<file path="config.mk">
export PLATFORM = sky130hd
export DESIGN_NAME = etherneco_packet_tx_arbiter
export DESIGN_NICKNAME = d
export VERILOG_FILES = /design/src/rtl/etherneco_pkg.sv /design/src/rtl/etherneco_rr_select.sv /design/src/rtl/etherneco_packet_tx_arbiter.sv
export SDC_FILE = /design/constraint.sdc
export NUM_CORES = 1
export LEC_CHECK = 0
export ABC_CLOCK_PERIOD_IN_PS = 5580
export CORE_MARGIN = 2
export CORE_UTILIZATION = 43
export CTS_BUF_LIST = sky130_fd_sc_hd__clkbuf_4
export DETAILED_ROUTE_END_ITERATION = 6
export GPL_ROUTABILITY_DRIVEN = 0
export PLACE_DENSITY_LB_ADDON = 0.2
export SYNTH_ARGS = -nofsm -noshare
export SYNTH_HDL_FRONTEND = slang
export SYNTH_SLANG_ARGS = --single-unit
export TNS_END_PERCENT = 5
</file>
<file path="constraint.sdc">
create_clock -name clk -period 5.58 [get_ports clk]
set_input_delay 1.674 -clock clk [delete_from_list [all_inputs] [get_ports clk]]
set_output_delay 1.674 -clock clk [all_outputs]
set_load 0.005 [all_outputs]
</file>
<file path="src/rtl/etherneco_pkg.sv">
// Shared types and constants for the etherneco packet transmit path.
package etherneco_pkg;

    // Arbiter sequencing states.
    typedef enum logic [2:0] {
        ST_IDLE,
        ST_START,
        ST_SEND,
        ST_WAIT_END,
        ST_FLUSH
    } t_state;

    // Frame header fields.
    typedef logic [15:0] t_length;
    typedef logic [7:0]  t_type;
    typedef logic [7:0]  t_node;

    // Framing constants shared with the transmitter.
    localparam logic [7:0] PREAMBLE_BYTE = 8'h55;
    localparam logic [7:0] SFD_BYTE      = 8'hD5;
    localparam int         PREAMBLE_LEN  = 7;

    // Width of a port index; a single port still needs one bit.
    function automatic int idx_width(input int n);
        return (n > 1) ? $clog2(n) : 1;
    endfunction

endpackage

</file>
<file path="src/rtl/etherneco_rr_select.sv">
// Combinational round-robin priority select: first requester at or above
// the pointer, wrapping around to port 0.
module etherneco_rr_select
    import etherneco_pkg::*;
#(
    parameter int NUM_PORTS = 2,
    parameter int IDX_W     = 1
) (
    input  logic [NUM_PORTS-1:0] i_req,
    input  logic [IDX_W-1:0]     i_ptr,
    output logic [NUM_PORTS-1:0] o_grant,
    output logic [IDX_W-1:0]     o_idx,
    output logic                 o_any
);

    int w_pos;

    // Scan NUM_PORTS positions starting at the pointer; first hit wins.
    always_comb begin
        o_grant = '0;
        o_idx   = '0;
        o_any   = 1'b0;
        w_pos   = 0;
        for (int k = 0; k < NUM_PORTS; k++) begin
            w_pos = int'(i_ptr) + k;
            if (w_pos >= NUM_PORTS) begin
                w_pos = w_pos - NUM_PORTS;
            end
            if (!o_any && i_req[w_pos]) begin
                o_any          = 1'b1;
                o_idx          = IDX_W'(w_pos);
                o_grant[w_pos] = 1'b1;
            end
        end
    end

endmodule

</file>
<file path="src/rtl/etherneco_packet_tx_arbiter.sv">
// Round-robin scheduler sharing one etherneco packet transmitter among
// NUM_PORTS requesters, with payload-stall timeout and flush.
module etherneco_packet_tx_arbiter
    import etherneco_pkg::*;
#(
    parameter int NUM_PORTS     = 2,
    parameter int TIMEOUT_WIDTH = 16
) (
    input  logic                     clk,
    input  logic                     rst,
    input  logic [TIMEOUT_WIDTH-1:0] param_timeout,
    input  logic [NUM_PORTS-1:0]     s_req,
    input  logic [NUM_PORTS*16-1:0]  s_length,
    input  logic [NUM_PORTS*8-1:0]   s_type,
    input  logic [NUM_PORTS*8-1:0]   s_node,
    output logic [NUM_PORTS-1:0]     s_grant,
    output logic [NUM_PORTS-1:0]     s_done,
    output logic [NUM_PORTS-1:0]     s_abort,
    input  logic [NUM_PORTS-1:0]     s_payload_last,
    input  logic [NUM_PORTS*8-1:0]   s_payload_data,
    input  logic [NUM_PORTS-1:0]     s_payload_valid,
    output logic [NUM_PORTS-1:0]     s_payload_ready,
    output logic                     m_start,
    output logic                     m_cancel,
    output logic [15:0]              m_param_length,
    output logic [7:0]               m_param_type,
    output logic [7:0]               m_param_node,
    input  logic                     m_tx_start,
    output logic                     m_payload_last,
    output logic [7:0]               m_payload_data,
    output logic                     m_payload_valid,
    input  logic                     m_payload_ready,
    input  logic                     m_tx_last,
    input  logic                     m_tx_valid,
    input  logic                     m_tx_ready
);

    localparam int IDX_W = idx_width(NUM_PORTS);

    t_state                   r_state;
    t_state                   w_state_next;
    logic [NUM_PORTS-1:0]     r_grant;
    logic [IDX_W-1:0]         r_grant_idx;
    logic [IDX_W-1:0]         r_rr_ptr;
    logic [TIMEOUT_WIDTH-1:0] r_timer;
    t_length                  r_length;
    t_type                    r_type;
    t_node                    r_node;

    t_length                  w_length [NUM_PORTS];
    t_type                    w_type   [NUM_PORTS];
    t_node                    w_node   [NUM_PORTS];
    logic [7:0]               w_data   [NUM_PORTS];

    logic [NUM_PORTS-1:0]     w_sel_grant;
    logic [IDX_W-1:0]         w_sel_idx;
    logic                     w_sel_any;
    logic                     w_g_valid;
    logic                     w_g_last;
    logic                     w_send_hs;
    logic                     w_timeout;
    logic                     w_tx_end;
    logic                     w_flush_last;
    logic [IDX_W-1:0]         w_next_ptr;

    // Split the flat per-port buses into indexable arrays.
    generate
        for (genvar gi = 0; gi < NUM_PORTS; gi++) begin : g_unpack
            assign w_length[gi] = s_length[gi*16 +: 16];
            assign w_type[gi]   = s_type[gi*8 +: 8];
            assign w_node[gi]   = s_node[gi*8 +: 8];
            assign w_data[gi]   = s_payload_data[gi*8 +: 8];
        end
    endgenerate

    etherneco_rr_select #(
        .NUM_PORTS (NUM_PORTS),
        .IDX_W     (IDX_W)
    ) u_rr_select (
        .i_req   (s_req),
        .i_ptr   (r_rr_ptr),
        .o_grant (w_sel_grant),
        .o_idx   (w_sel_idx),
        .o_any   (w_sel_any)
    );

    assign w_g_valid    = s_payload_valid[r_grant_idx];
    assign w_g_last     = s_payload_last[r_grant_idx];
    assign w_send_hs    = w_g_valid && m_payload_ready;
    // Fires on the cycle the counter would reach param_timeout stalls.
    assign w_timeout    = (param_timeout != '0) &&
                          (r_timer == param_timeout - TIMEOUT_WIDTH'(1));
    assign w_tx_end     = m_tx_valid && m_tx_ready && m_tx_last;
    assign w_flush_last = w_g_valid && w_g_last;
    assign w_next_ptr   = (r_grant_idx == IDX_W'(NUM_PORTS - 1)) ? '0
                                                                 : r_grant_idx + IDX_W'(1);

    assign s_grant        = r_grant;
    assign m_param_length = r_length;
    assign m_param_type   = r_type;
    assign m_param_node   = r_node;

    // State register.
    always_ff @(posedge clk) begin
        if (rst) begin
            r_state <= ST_IDLE;
        end else begin
            r_state <= w_state_next;
        end
    end

    // Next-state logic; a final-byte handshake takes priority over timeout.
    always_comb begin
        w_state_next = r_state;
        case (r_state)
            ST_IDLE:     if (w_sel_any)  w_state_next = ST_START;
            ST_START:    if (m_tx_start) w_state_next = ST_SEND;
            ST_SEND: begin
                if (w_send_hs && w_g_last)    w_state_next = ST_WAIT_END;
                else if (!w_send_hs && w_timeout) w_state_next = ST_FLUSH;
            end
            ST_WAIT_END: if (w_tx_end)     w_state_next = ST_IDLE;
            ST_FLUSH:    if (w_flush_last) w_state_next = ST_IDLE;
            default:     w_state_next = ST_IDLE;
        endcase
    end

    // Outputs: start strobe, payload routing, completion/abort pulses.
    always_comb begin
        m_start         = 1'b0;
        m_cancel        = 1'b0;
        m_payload_valid = 1'b0;
        m_payload_last  = 1'b0;
        m_payload_data  = '0;
        s_payload_ready = '0;
        s_done          = '0;
        s_abort         = '0;
        case (r_state)
            ST_START: m_start = 1'b1;
            ST_SEND: begin
                m_payload_valid              = w_g_valid;
                m_payload_last               = w_g_last;
                m_payload_data               = w_data[r_grant_idx];
                s_payload_ready[r_grant_idx] = m_payload_ready;
                if (!w_send_hs && w_timeout) begin
                    m_cancel             = 1'b1;
                    s_abort[r_grant_idx] = 1'b1;
                end
            end
            ST_WAIT_END: if (w_tx_end) s_done[r_grant_idx] = 1'b1;
            ST_FLUSH:    s_payload_ready[r_grant_idx] = 1'b1;
            default: ;
        endcase
    end

    // Grant, header latch, round-robin pointer and stall counter.
    always_ff @(posedge clk) begin
        if (rst) begin
            r_grant     <= '0;
            r_grant_idx <= '0;
            r_rr_ptr    <= '0;
            r_timer     <= '0;
            r_length    <= '0;
            r_type      <= '0;
            r_node      <= '0;
        end else begin
            case (r_state)
                ST_IDLE: begin
                    if (w_sel_any) begin
                        r_grant     <= w_sel_grant;
                        r_grant_idx <= w_sel_idx;
                        r_length    <= w_length[w_sel_idx];
                        r_type      <= w_type[w_sel_idx];
                        r_node      <= w_node[w_sel_idx];
                    end
                end
                ST_START: r_timer <= '0;
                ST_SEND: begin
                    if (w_send_hs) begin
                        r_timer <= '0;
                    end else if (r_timer != '1) begin
                        r_timer <= r_timer + TIMEOUT_WIDTH'(1);
                    end
                end
                ST_WAIT_END: begin
                    if (w_tx_end) begin
                        r_grant  <= '0;
                        r_rr_ptr <= w_next_ptr;
                    end
                end
                ST_FLUSH: begin
                    if (w_flush_last) begin
                        r_grant  <= '0;
                        r_rr_ptr <= w_next_ptr;
                    end
                end
                default: ;
            endcase
        end
    end

endmodule

</file>
==> summary.md <==
| Metric | Value |
|---|---|
| Worst relative slew slack | `0.571` |
| First-iteration detailed-routing DRC count | `136` |
| N_diodes | `0` |
| Final worst path period share | `0.980` |
| Routed via count | `3750` |
| Data arrival, critical path | `3.80 ns` |
| Clock buffer depth | `2` |
| Slowest CP cell | `or4_4` |
| Syn Inst Count | `414` |
| Mean Syn Cell Area | `8.34 sq um` |
| Length of the first detailed-routing pass in iterations | `4` |
| CP Data Required Time | `3.91 ns` |
| Maximum ir drop on the vdd rail | `0.132 mV` |
| Fraction of final layout cells with drive strength greater than 1 | `0.120` |
| Final wirelength | `10200 microns` |
| Hold Violations, Final | `0` |
| Antenna violation net count after detailed routing | `0` |
| Number of cells on the worst hold path | `2` |
| Type of element launching the critical path | `input pin` |
| Delay of the slowest cell on the worst path | `0.54 ns` |
| Aggregate global-route resource usage | `0.226` |
| Kind of end point of the critical path | `output port` |
| Reg2Reg Capture Point | `r_state[2]` |
| Top flip-flop cell by instance count after synthesis | `dfxtp_1` |
| Root Buffer | `clkbuf_4` |
| Via count of the first global-routing pass | `3585` |
| Core area | `7770 sq um` |
| Number of storage elements in the synthesis netlist | `55` |
| Synthesized Nets | `526` |
| Leakage | `2.18 nW` |
| Global-route wire length before repair | `16000 microns` |
| Worst clock skew | `0.00930 ns` |
| DR WL/cell | `14.8 microns` |
| CTS clk-pin slew, worst paths | `0.15 ns` |
| Worst-Skew Late Latency | `0.37 ns` |
| Worst Hold Margin | `0.508 ns` |
| Number of endpoints failing setup at the final stage | `0` |
| Combined area of all synthesized cells | `3450 sq um` |
| Maximum frequency from static timing analysis | `183 MHz` |
| Placement Rows | `32` |
| Floorplan die width | `93.6 microns` |
| Min-delay worst type | `flip-flop to flip-flop` |
| P per Cell Area | `186 nW/um^2` |
| Outcome | `complete, no violations` |
| Buffers plus inverters on the worst setup path | `3` |
| Final std cells w/o fill | `692` |
| Clk sinks | `55` |
| Number of antenna violations at the first check in global routing | `0` |
| Filler instances | `627` |
| Post-layout min period | `5.47 ns` |
| Count of warnings emitted by yosys | `0` |
| Pin count of the biggest net entering global routing | `65` |
| Remaining global-route overflow | `0` |
| Beginning of the worst register-to-register path | `r_grant_idx` |
| Cells along the critical path | `dlygate4sd2_1, mux2_4, and2_4, or4_4, a2111oi_4, nand4_2, buf_6, nor3_4, buf_2` |
| Ports placed on the boundary | `161` |
| DRC violations left | `0` |
| Slew at the pin with the worst max-slew slack | `0.641 ns` |
| Portion of the post-synthesis area used by sequential elements | `0.319` |
| Total of hold buffers inserted after clock tree synthesis | `0` |
| Seq. cell area | `1100 sq um` |
| TritonCTS clock tree | `yes` |
| Setup total negative slack | `0 ns` |
| Worst Hold Path EP | `m_param_length[4]` |
| Number of distinct standard cells referenced by the synthesized netlist | `54` |
| Area of the die | `8760 sq um` |
| Input/output buffers | `160` |
| Fraction of registers with async set/reset | `0` |
| Maximum fanout count along the critical path | `2` |
| Die Ht | `93.6 microns` |
| Largest delay share family, worst path | `simple AND/OR/NAND/NOR gates` |
| Final-stage net count | `701` |
| Count of flip-flops with a built-in enable after synthesis | `0` |
| Number of CTS-inserted buffers | `5` |
| P&R area growth vs syn | `58.2%` |
| H-Tree Level Count | `2` |
| Worst Path Class, Setup | `input pin to output port` |
| Combined area of the multi-input logic cells | `2280 sq um` |
| Cell Count Post-Placement | `681` |
| Worst R2R Setup Slack | `2.94 ns` |
| Register-to-Register Path Depth | `8` |
| Setup repair after global routing missed its margin | `false` |
| Origin of the worst min-delay path | `m_param_length[4]` |
| Max Slew Vio Count | `0` |
| Initial Utilization | `0.444` |
| Post-detail-place hpwl | `8000 microns` |
| Max-cap violations | `0` |
| Routed vias/inst | `5.42` |
## cell type report
| cell class | instances | share of cell area |
|---|---|---|
| Tap cell | 102 | 0.0234 |
| Clock buffer | 6 | 0.00825 |
| Sequential cell | 55 | 0.202 |
| Multi-Input combinational cell | 323 | 0.419 |
| Inverter | 7 | 0.00481 |
| Clock inverter | 2 | 0.00229 |
| Timing Repair Buffer | 197 | 0.341 |
## layer usage
metal  track usage  wire, microns
met5             0              0
met4        0.0797            306
met3        0.0620            770
met2         0.399           5110
met1         0.260           4050
## timing repair
| item | 4_1_cts | 5_1_grt |
|---|---|---|
| setup buffers | 3 | 0 |
| endpoints found under the setup margin | 3 | 3 |
| pin swaps | 9 | 11 |
| gates resized for setup | 30 | 11 |
## metrics by stage
step           area (sq um)  utilization  power [W]  setup WS [ns]
2_1_floorplan          3450            -   0.000633          0.484
3_3_place_gp           5340        0.687   0.000837         -0.581
3_5_place_dp           5340        0.687   0.000846         -0.596
4_1_cts                5430        0.700    0.00102        0.00436
5_1_grt                5460        0.703    0.00108         0.0268
6_report               5460        0.703    0.00102          0.109
## Yosys cell counts (2+ instances only)
cell      count  area share
a211oi_1     40       0.087
a21oi_1       9       0.013
a22oi_1       2      0.0043
a31oi_1       5      0.0091
a41oi_1       2      0.0051
and2_1        2      0.0036
and3_1        5      0.0091
and4_1        2      0.0051
clkbuf_1     25       0.027
dfxtp_1      55        0.32
ha_1          3       0.011
inv_1         7      0.0076
mux2i_1      42        0.12
nand2_1      15       0.016
nand2b_1      7       0.013
nand3_1      10       0.015
nand3b_1      2      0.0043
nand4_1       4      0.0073
nand4b_1      4       0.010
nor2_1       72       0.078
nor2b_1       4      0.0073
nor3_1        8       0.012
nor3b_1       2      0.0043
nor4_1        2      0.0036
nor4_2        2      0.0073
o211ai_1     10       0.022
o21a_1        2      0.0043
o21ai_0      13       0.019
o31ai_1       2      0.0043
or3_1         2      0.0036
or4_1         3      0.0065
xnor2_1      12       0.030
xor2_1       18       0.046
## cell families after synthesis
logic type | share of synthesized area
compound gates | 0.196
xor+xnor | 0.0761
fa+ha+maj | 0.0109
buf+inv | 0.0421
flops | 0.319
mux | 0.129
simple gates | 0.227
## worst min-delay path: stages (launching register included)
cell and delay [ns]:
dfxtp_1 0.34, nor2_1 0.09, a211oi_1 0.05
## layout by cell type, fill, tap and decap left out, types with 10 or more instances in the layout
cell type and instances:
xor2_1 18, xnor2_1 12, clkdlybuf4s50_1 145, nor2_1 72, buf_4 35, mux2i_1 42
dfxtp_1 55, o21ai_0 13, nand3_1 10, o211ai_1 10, a211oi_1 39, nand2_1 15
## worst max path at each step
stage | start | endpoint | slack (ns) | cells past startpoint
after floorplan | param_timeout[3] | s_abort[0] | 0.48 | 7
after global placement | param_timeout[0] | s_abort[1] | -0.58 | 10
after detailed placement | param_timeout[0] | s_abort[1] | -0.60 | 10
after CTS | param_timeout[4] | s_abort[1] | 0.004 | 9
after global routing | s_payload_valid[0] | m_cancel | 0.03 | 9
final | s_payload_valid[0] | s_abort[0] | 0.11 | 9
## flip-flops by register name, indices dropped and copies added, names as in the netlist
signal and cells:
m_param_length 16, r_timer 16, m_param_node 8, m_param_type 8, r_state 3, s_grant 2
r_grant_idx 1, r_rr_ptr 1
## report_power, final
part	internal, W	switching, W
clock	0.0000541	0.000122
sequential	0.000432	0.0000287
combinational	0.000216	0.000162
total	0.000702	0.000313
Power figures use the tool's default switching activity.
